===== src/rtl/add_order.sv =====
// Order-book insertion engine: scans the selected side's RAM for a reusable slot and writes {id, price, qty}.
// Optional ADD_ORDER_DUP_CHECK_EN: full scan with duplicate-id rejection before insertion.
module add_order #(
  parameter int MAX_BOOK_SIZE = 10,
  parameter int ADDR_W        = 12
) (
  input  logic              clk,
  input  logic              rst,
  input  logic              start,
  input  logic              side,
  input  logic [15:0]       id,
  input  logic [15:0]       price,
  input  logic [15:0]       qty,
  output logic [ADDR_W-1:0] ram_addr,
  output logic [47:0]       ram_wdata,
  output logic              buy_we,
  output logic              sell_we,
  input  logic [47:0]       buy_rdata,
  input  logic [47:0]       sell_rdata,
  output logic [15:0]       success,
  output logic              done
);

  localparam logic [ADDR_W-1:0] LAST_ADDR = ADDR_W'(MAX_BOOK_SIZE - 1);

  typedef enum logic [2:0] {IDLE, WAIT, CHECK, WRITE, DONE} state_t;

  state_t      r_state;
  logic        r_side;
  logic [47:0] w_rdata;
  logic        w_isEmpty;
  logic        w_isFree;

  assign w_rdata   = r_side ? sell_rdata : buy_rdata;
  assign w_isEmpty = (w_rdata == 48'h0);
  assign w_isFree  = w_isEmpty || (w_rdata == 48'hFFFF_FFFF_FFFF);

`ifdef ADD_ORDER_DUP_CHECK_EN
  logic              r_freeValid;
  logic [ADDR_W-1:0] r_freeAddr;
  logic              w_idMatch;
  logic              w_haveFree;
  logic [ADDR_W-1:0] w_freeAddr;

  // The latched id lives in the top field of the write word.
  assign w_idMatch  = !w_isFree && (w_rdata[47:32] == ram_wdata[47:32]);
  assign w_haveFree = r_freeValid || w_isFree;
  assign w_freeAddr = r_freeValid ? r_freeAddr : ram_addr;
`endif

  always_ff @(posedge clk or negedge rst) begin
    if (!rst) begin
      r_state   <= IDLE;
      r_side    <= 1'b0;
      ram_addr  <= '0;
      ram_wdata <= '0;
      buy_we    <= 1'b0;
      sell_we   <= 1'b0;
      success   <= '0;
      done      <= 1'b0;
`ifdef ADD_ORDER_DUP_CHECK_EN
      r_freeValid <= 1'b0;
      r_freeAddr  <= '0;
`endif
    end else begin
      case (r_state)
        IDLE: begin
          success  <= '0;
          done     <= 1'b0;
          buy_we   <= 1'b0;
          sell_we  <= 1'b0;
          ram_addr <= '0;
`ifdef ADD_ORDER_DUP_CHECK_EN
          r_freeValid <= 1'b0;
`endif
          if (start) begin
            r_side    <= side;
            ram_wdata <= {id, price, qty};
            if (qty == 16'h0 || id == 16'hFFFF) begin
              success <= 16'd4;
              r_state <= DONE;
            end else begin
              r_state <= WAIT;
            end
          end
        end
        WAIT: r_state <= CHECK;
        CHECK: begin
`ifdef ADD_ORDER_DUP_CHECK_EN
          if (w_idMatch) begin
            success <= 16'd2;
            r_state <= DONE;
          end else if (w_isEmpty || ram_addr == LAST_ADDR) begin
            if (w_haveFree) begin
              ram_addr <= w_freeAddr;
              buy_we   <= !r_side;
              sell_we  <= r_side;
              r_state  <= WRITE;
            end else begin
              success <= 16'd3;
              r_state <= DONE;
            end
          end else begin
            if (w_isFree && !r_freeValid) begin
              r_freeValid <= 1'b1;
              r_freeAddr  <= ram_addr;
            end
            ram_addr <= ram_addr + ADDR_W'(1);
            r_state  <= WAIT;
          end
`else
          if (w_isFree) begin
            buy_we  <= !r_side;
            sell_we <= r_side;
            r_state <= WRITE;
          end else if (ram_addr == LAST_ADDR) begin
            success <= 16'd3;
            r_state <= DONE;
          end else begin
            ram_addr <= ram_addr + ADDR_W'(1);
            r_state  <= WAIT;
          end
`endif
        end
        WRITE: begin
          buy_we  <= 1'b0;
          sell_we <= 1'b0;
          success <= 16'd1;
          done    <= 1'b1;
          r_state <= DONE;
        end
        DONE: begin
          // done must be seen high for at least one cycle before start may release it.
          done <= 1'b1;
          if (done && !start) begin
            done    <= 1'b0;
            r_state <= IDLE;
          end
        end
        default: r_state <= IDLE;
      endcase
    end
  end

endmodule


===== config.mk =====
export PLATFORM = sky130hd
export DESIGN_NAME = add_order
export DESIGN_NICKNAME = d
export VERILOG_FILES = /design/src/rtl/add_order.sv
export SDC_FILE = /design/constraint.sdc
export NUM_CORES = 1
export LEC_CHECK = 0
export ABC_AREA = 1
export ABC_CLOCK_PERIOD_IN_PS = 2000
export BUFFER_PORTS_ARGS = -buffer_cell sky130_fd_sc_hd__clkbuf_2
export CAP_MARGIN = 5
export CORE_ASPECT_RATIO = 0.5
export CORE_MARGIN = 1
export CORE_UTILIZATION = 30
export DETAILED_ROUTE_END_ITERATION = 16
export PLACE_DENSITY_LB_ADDON = 0.08
export SYNTH_ARGS = -nofsm -noshare
export SYNTH_HDL_FRONTEND = slang
export SYNTH_SLANG_ARGS = --single-unit
export TNS_END_PERCENT = 100

===== constraint.sdc =====
create_clock -name clk -period 2 [get_ports clk]
set_input_delay 0.1 -clock clk [delete_from_list [all_inputs] [get_ports clk]]
set_output_delay 0.1 -clock clk [all_outputs]
set_load 0.02 [all_outputs]

==> impl_metrics.tcl <==
set metrics [dict create \
    outcome "complete, but fails checks" \
    violations "negative setup slack" \
    worstMarginPinSlew_ns 0.515 \
    post-route-util_pct 44.9 \
    antenna_cells 0 \
    yosysUniqueCellTypes 28 \
    drive_gt1_share_pct 35.3 \
    hold_class "in -> reg" \
    synth_area_um2 4590 \
    setup.worst_path.class "reg -> reg" \
    crit_chain "clkbuf_16 > or2_4 > nand2_1 > nand2_1 > nor2_1 > nand2_1 > nor2_2 > nand3_2 > nand2_2 > nand2_4 > buf_6 > nand3_1 > nand2_1" \
    syn_inst 658 \
    antenna_found_initial 0 \
    nets 1049 \
    worst_setup_path_start_kind "flop" \
    dr_total_vias 4728 \
    drt.antenna.violating_nets 0 \
    slew_headroom_pct 65.6 \
    drt-initial-drc-count 245 \
    syn2layout_area_growth_pct 43.6 \
    grt_max_degree 59 \
    worstHoldStart "id[3]" \
    hold_viol 0 \
    grtUsageTotal_pct 16.4 \
    p_leak_nw 3.75 \
    vias_per_cell 4.29 \
    powerDensity_nw_per_um2 1290 \
    setup_viol 3 \
    max_stage_delay_ns 0.50 \
    peakVddDrop_mv 0.888 \
    path_common_cell "nand2_1" \
    cap_violations 0 \
    cp_slowest_cell "dfrtp_2" \
    die_h_um 89.5 \
    worstPathRequired_ns 2.22 \
    die-area_um2 15800 \
    yosysSeqAreaShare_pct 38.1 \
    timing.rr.end "success[2]$_DFFE_PN0P_" \
    synthMuxAreaShare_pct 9.80 \
    cp_max_fo 25 \
    port_buffers 213 \
    timing.final.max_slew_violations 0 \
    whs_endpoint "ram_wdata[35]$_DFFE_PN0P_" \
    cts_root_buf "clkbuf_16" \
    pin_count 227 \
    endpoint_kind "flop" \
    cts.sinks 70 \
    drc 0 \
    nFillCells 1516 \
    cts_tree "built" \
    synthXorXnorAreaFrac_pct 1.72 \
    whs_path_depth 2 \
    fin_ws_ns -0.0139 \
    synth_compound_area_share_pct 3.02 \
    synthSimpleGateAreaFrac_pct 34.1 \
    drt_pre_antenna_iters 4 \
    h-tree-depth 3 \
    cts_buffers 9 \
    dp_hpwl_um 10200 \
    die_w_um 177 \
    core_um2 14700 \
    grt.overflow.total 0 \
    fmax_mhz 497 \
    period_needed_ns 2.01 \
    place_congestion 0.848 \
    ys_warn_count 0 \
    rows 31 \
    clk_latency_ns 0.33 \
    grt_pass1_vias 4382 \
    wl_per_cell_um 12.0 \
    synth_top_family_by_area "simple AND/OR/NAND/NOR gates" \
    cts.clk_slew.worst_paths_ns 0.05 \
    reg2reg_slack_ns -0.01 \
    clockBufferDepth 2 \
    worstPathArrival_ns 2.23 \
    place_ws_ns -0.0427 \
    timing.rr.start "r_side$_DFFE_PN0P_" \
    rsz0062_at_grt "yes" \
    start_util_pct 31.3 \
    grt_pass1_wl_um 20500 \
    syn_avg_cell_area_um2 6.98 \
    post-route-period-util_pct 101 \
    wl_um 13200 \
    synth_fa_ha_area_share_pct 0.545 \
    ys_ff_latch 70 \
    fin_skew_ns 0.00628 \
    worstRegToRegCells 13 \
]
[sequential cells by signal, indices dropped and copies added, names as in the netlist]
name,cells
buy_we,1
done,1
r_side,1
r_state,3
ram_addr,12
ram_wdata,48
sell_we,1
success,3
[area by class of cell]
class                      instances  area, um^2  area share (%)
inverter                          81         312            4.72
sequential                        70        1750            26.6
multi-input combinational        481        2400            36.4
timing repair buffer             256        1590            24.1
tap                              198         248            3.75
clock buffer                      13         250            3.79
clock inverter                     3        43.8           0.664
[metrics by stage]
stage                     std cells  TNS (ns)  area, um^2  hold WS (ns)  total power [W]
after floorplan                 670         0        4640        -0.196          0.00533
after global placement         1066  -0.00718        5930         0.110          0.00664
after detailed placement       1066    -0.472        5930         0.108          0.00668
after CTS                      1098   -0.0337        6420       0.00466          0.00836
after global routing           1102     -3.03        6600        0.0125          0.00920
final                          1102   -0.0205        6600        0.0206          0.00852
[worst max-delay path by stage]
stage                     cells after the start                       end          startpoint  slack, ns
after floorplan                              14   ram_addr[7]$_DFFE_PN0P_  r_side$_DFFE_PN0P_       0.23
after global placement                       14  ram_addr[10]$_DFFE_PN0P_  r_side$_DFFE_PN0P_     -0.003
after detailed placement                     14  ram_addr[11]$_DFFE_PN0P_  r_side$_DFFE_PN0P_      -0.04
after CTS                                    13   ram_addr[8]$_DFFE_PN0P_  r_side$_DFFE_PN0P_      -0.01
after global routing                         13    success[2]$_DFFE_PN0P_  r_side$_DFFE_PN0P_      -0.19
final                                        13    success[2]$_DFFE_PN0P_  r_side$_DFFE_PN0P_      -0.01
[cell usage in the layout (no fill, tap or decap), types with 2 or more instances in the layout]
cell	Yosys	final
nor3_1	4	4
nand3_2	0	10
nor4_1	8	8
nand3_1	28	18
o21ai_1	10	10
mux2_2	40	40
o211ai_1	2	2
xor2_1	7	7
nand2_2	3	3
ha_1	2	2
dfrtp_1	70	69
dlygate4sd3_1	0	16
nand2_4	0	3
clkbuf_2	0	212
buf_4	16	12
o21ai_0	9	9
buf_12	0	6
conb_1	1	13
clkbuf_1	6	3
buf_6	8	5
nor2_1	55	49
inv_1	80	80
nand2_1	283	280
nor2_2	0	6
or2_1	3	2
xnor2_1	2	2
nand4_1	7	7
clkbuf_16	0	13
[cell families after synthesis]
kind of cell / count (synthesis)
compound gates: 25
xor+xnor: 9
fa+ha+maj: 2
buf+inv: 119
flops: 70
mux: 40
other cells: 1
simple gates: 392
[routing by layer]
layer  part of all wire [%]  vias up  routed length (um)  global-route usage (%)
met5                      0        -                   0                       0
met4                    1.1        0                 141                    4.31
met3                    8.6       10                1140                    5.06
met2                     44      159                5790                    26.9
met1                     47     2079                6170                    21.0
li1                       -     2480                   -                       -
[where the power goes]
part | total, W | switching, W | internal [W]
logic | 0.00461 | 0.00268 | 0.00193
registers | 0.00234 | 0.000351 | 0.00199
clock network | 0.00157 | 0.000571 | 0.00100
total | 0.00852 | 0.00360 | 0.00493
[Yosys cell counts]
cell	instances	area [um^2]
nand2_1	283	1060
inv_1	80	300
dfrtp_1	70	1750
nor2_1	55	206
mux2_2	40	450
nand3_1	28	140
buf_4	16	120
o21ai_1	10	50.1
o21ai_0	9	45.0
buf_2	8	40.0
buf_6	8	90.1
nor4_1	8	50.1
nand4_1	7	43.8
xor2_1	7	61.3
clkbuf_1	6	22.5
nor3_1	4	20.0
nand2_2	3	18.8
or2_1	3	18.8
ha_1	2	25.0
o211ai_1	2	15.0
xnor2_1	2	17.5
a21oi_1	1	5.00
a21oi_2	1	8.76
a22oi_1	1	7.51
and2_0	1	6.26
conb_1	1	3.75
inv_4	1	6.26
o31ai_1	1	7.51
[worst max-delay path: cells and delay by family, from the launching register on]
family                 cells  cell delay (ns)
and+or+nand+nor           11             1.02
buffers and inverters      2             0.38
DFF                        1             0.50
[what timing repair did]
| action | CTS | global route |
|---|---|---|
| setup buffers | 0 | 0 |
| setup endpoints to repair | 17 | 20 |
| gates cloned | 0 | 4 |
| hold buffers | 16 | 0 |
| endpoints found under the hold margin | 35 | 0 |
| pin swaps | 0 | 6 |
| resized for setup | 8 | 22 |
Note: power is estimated with default switching activity, not from simulation.
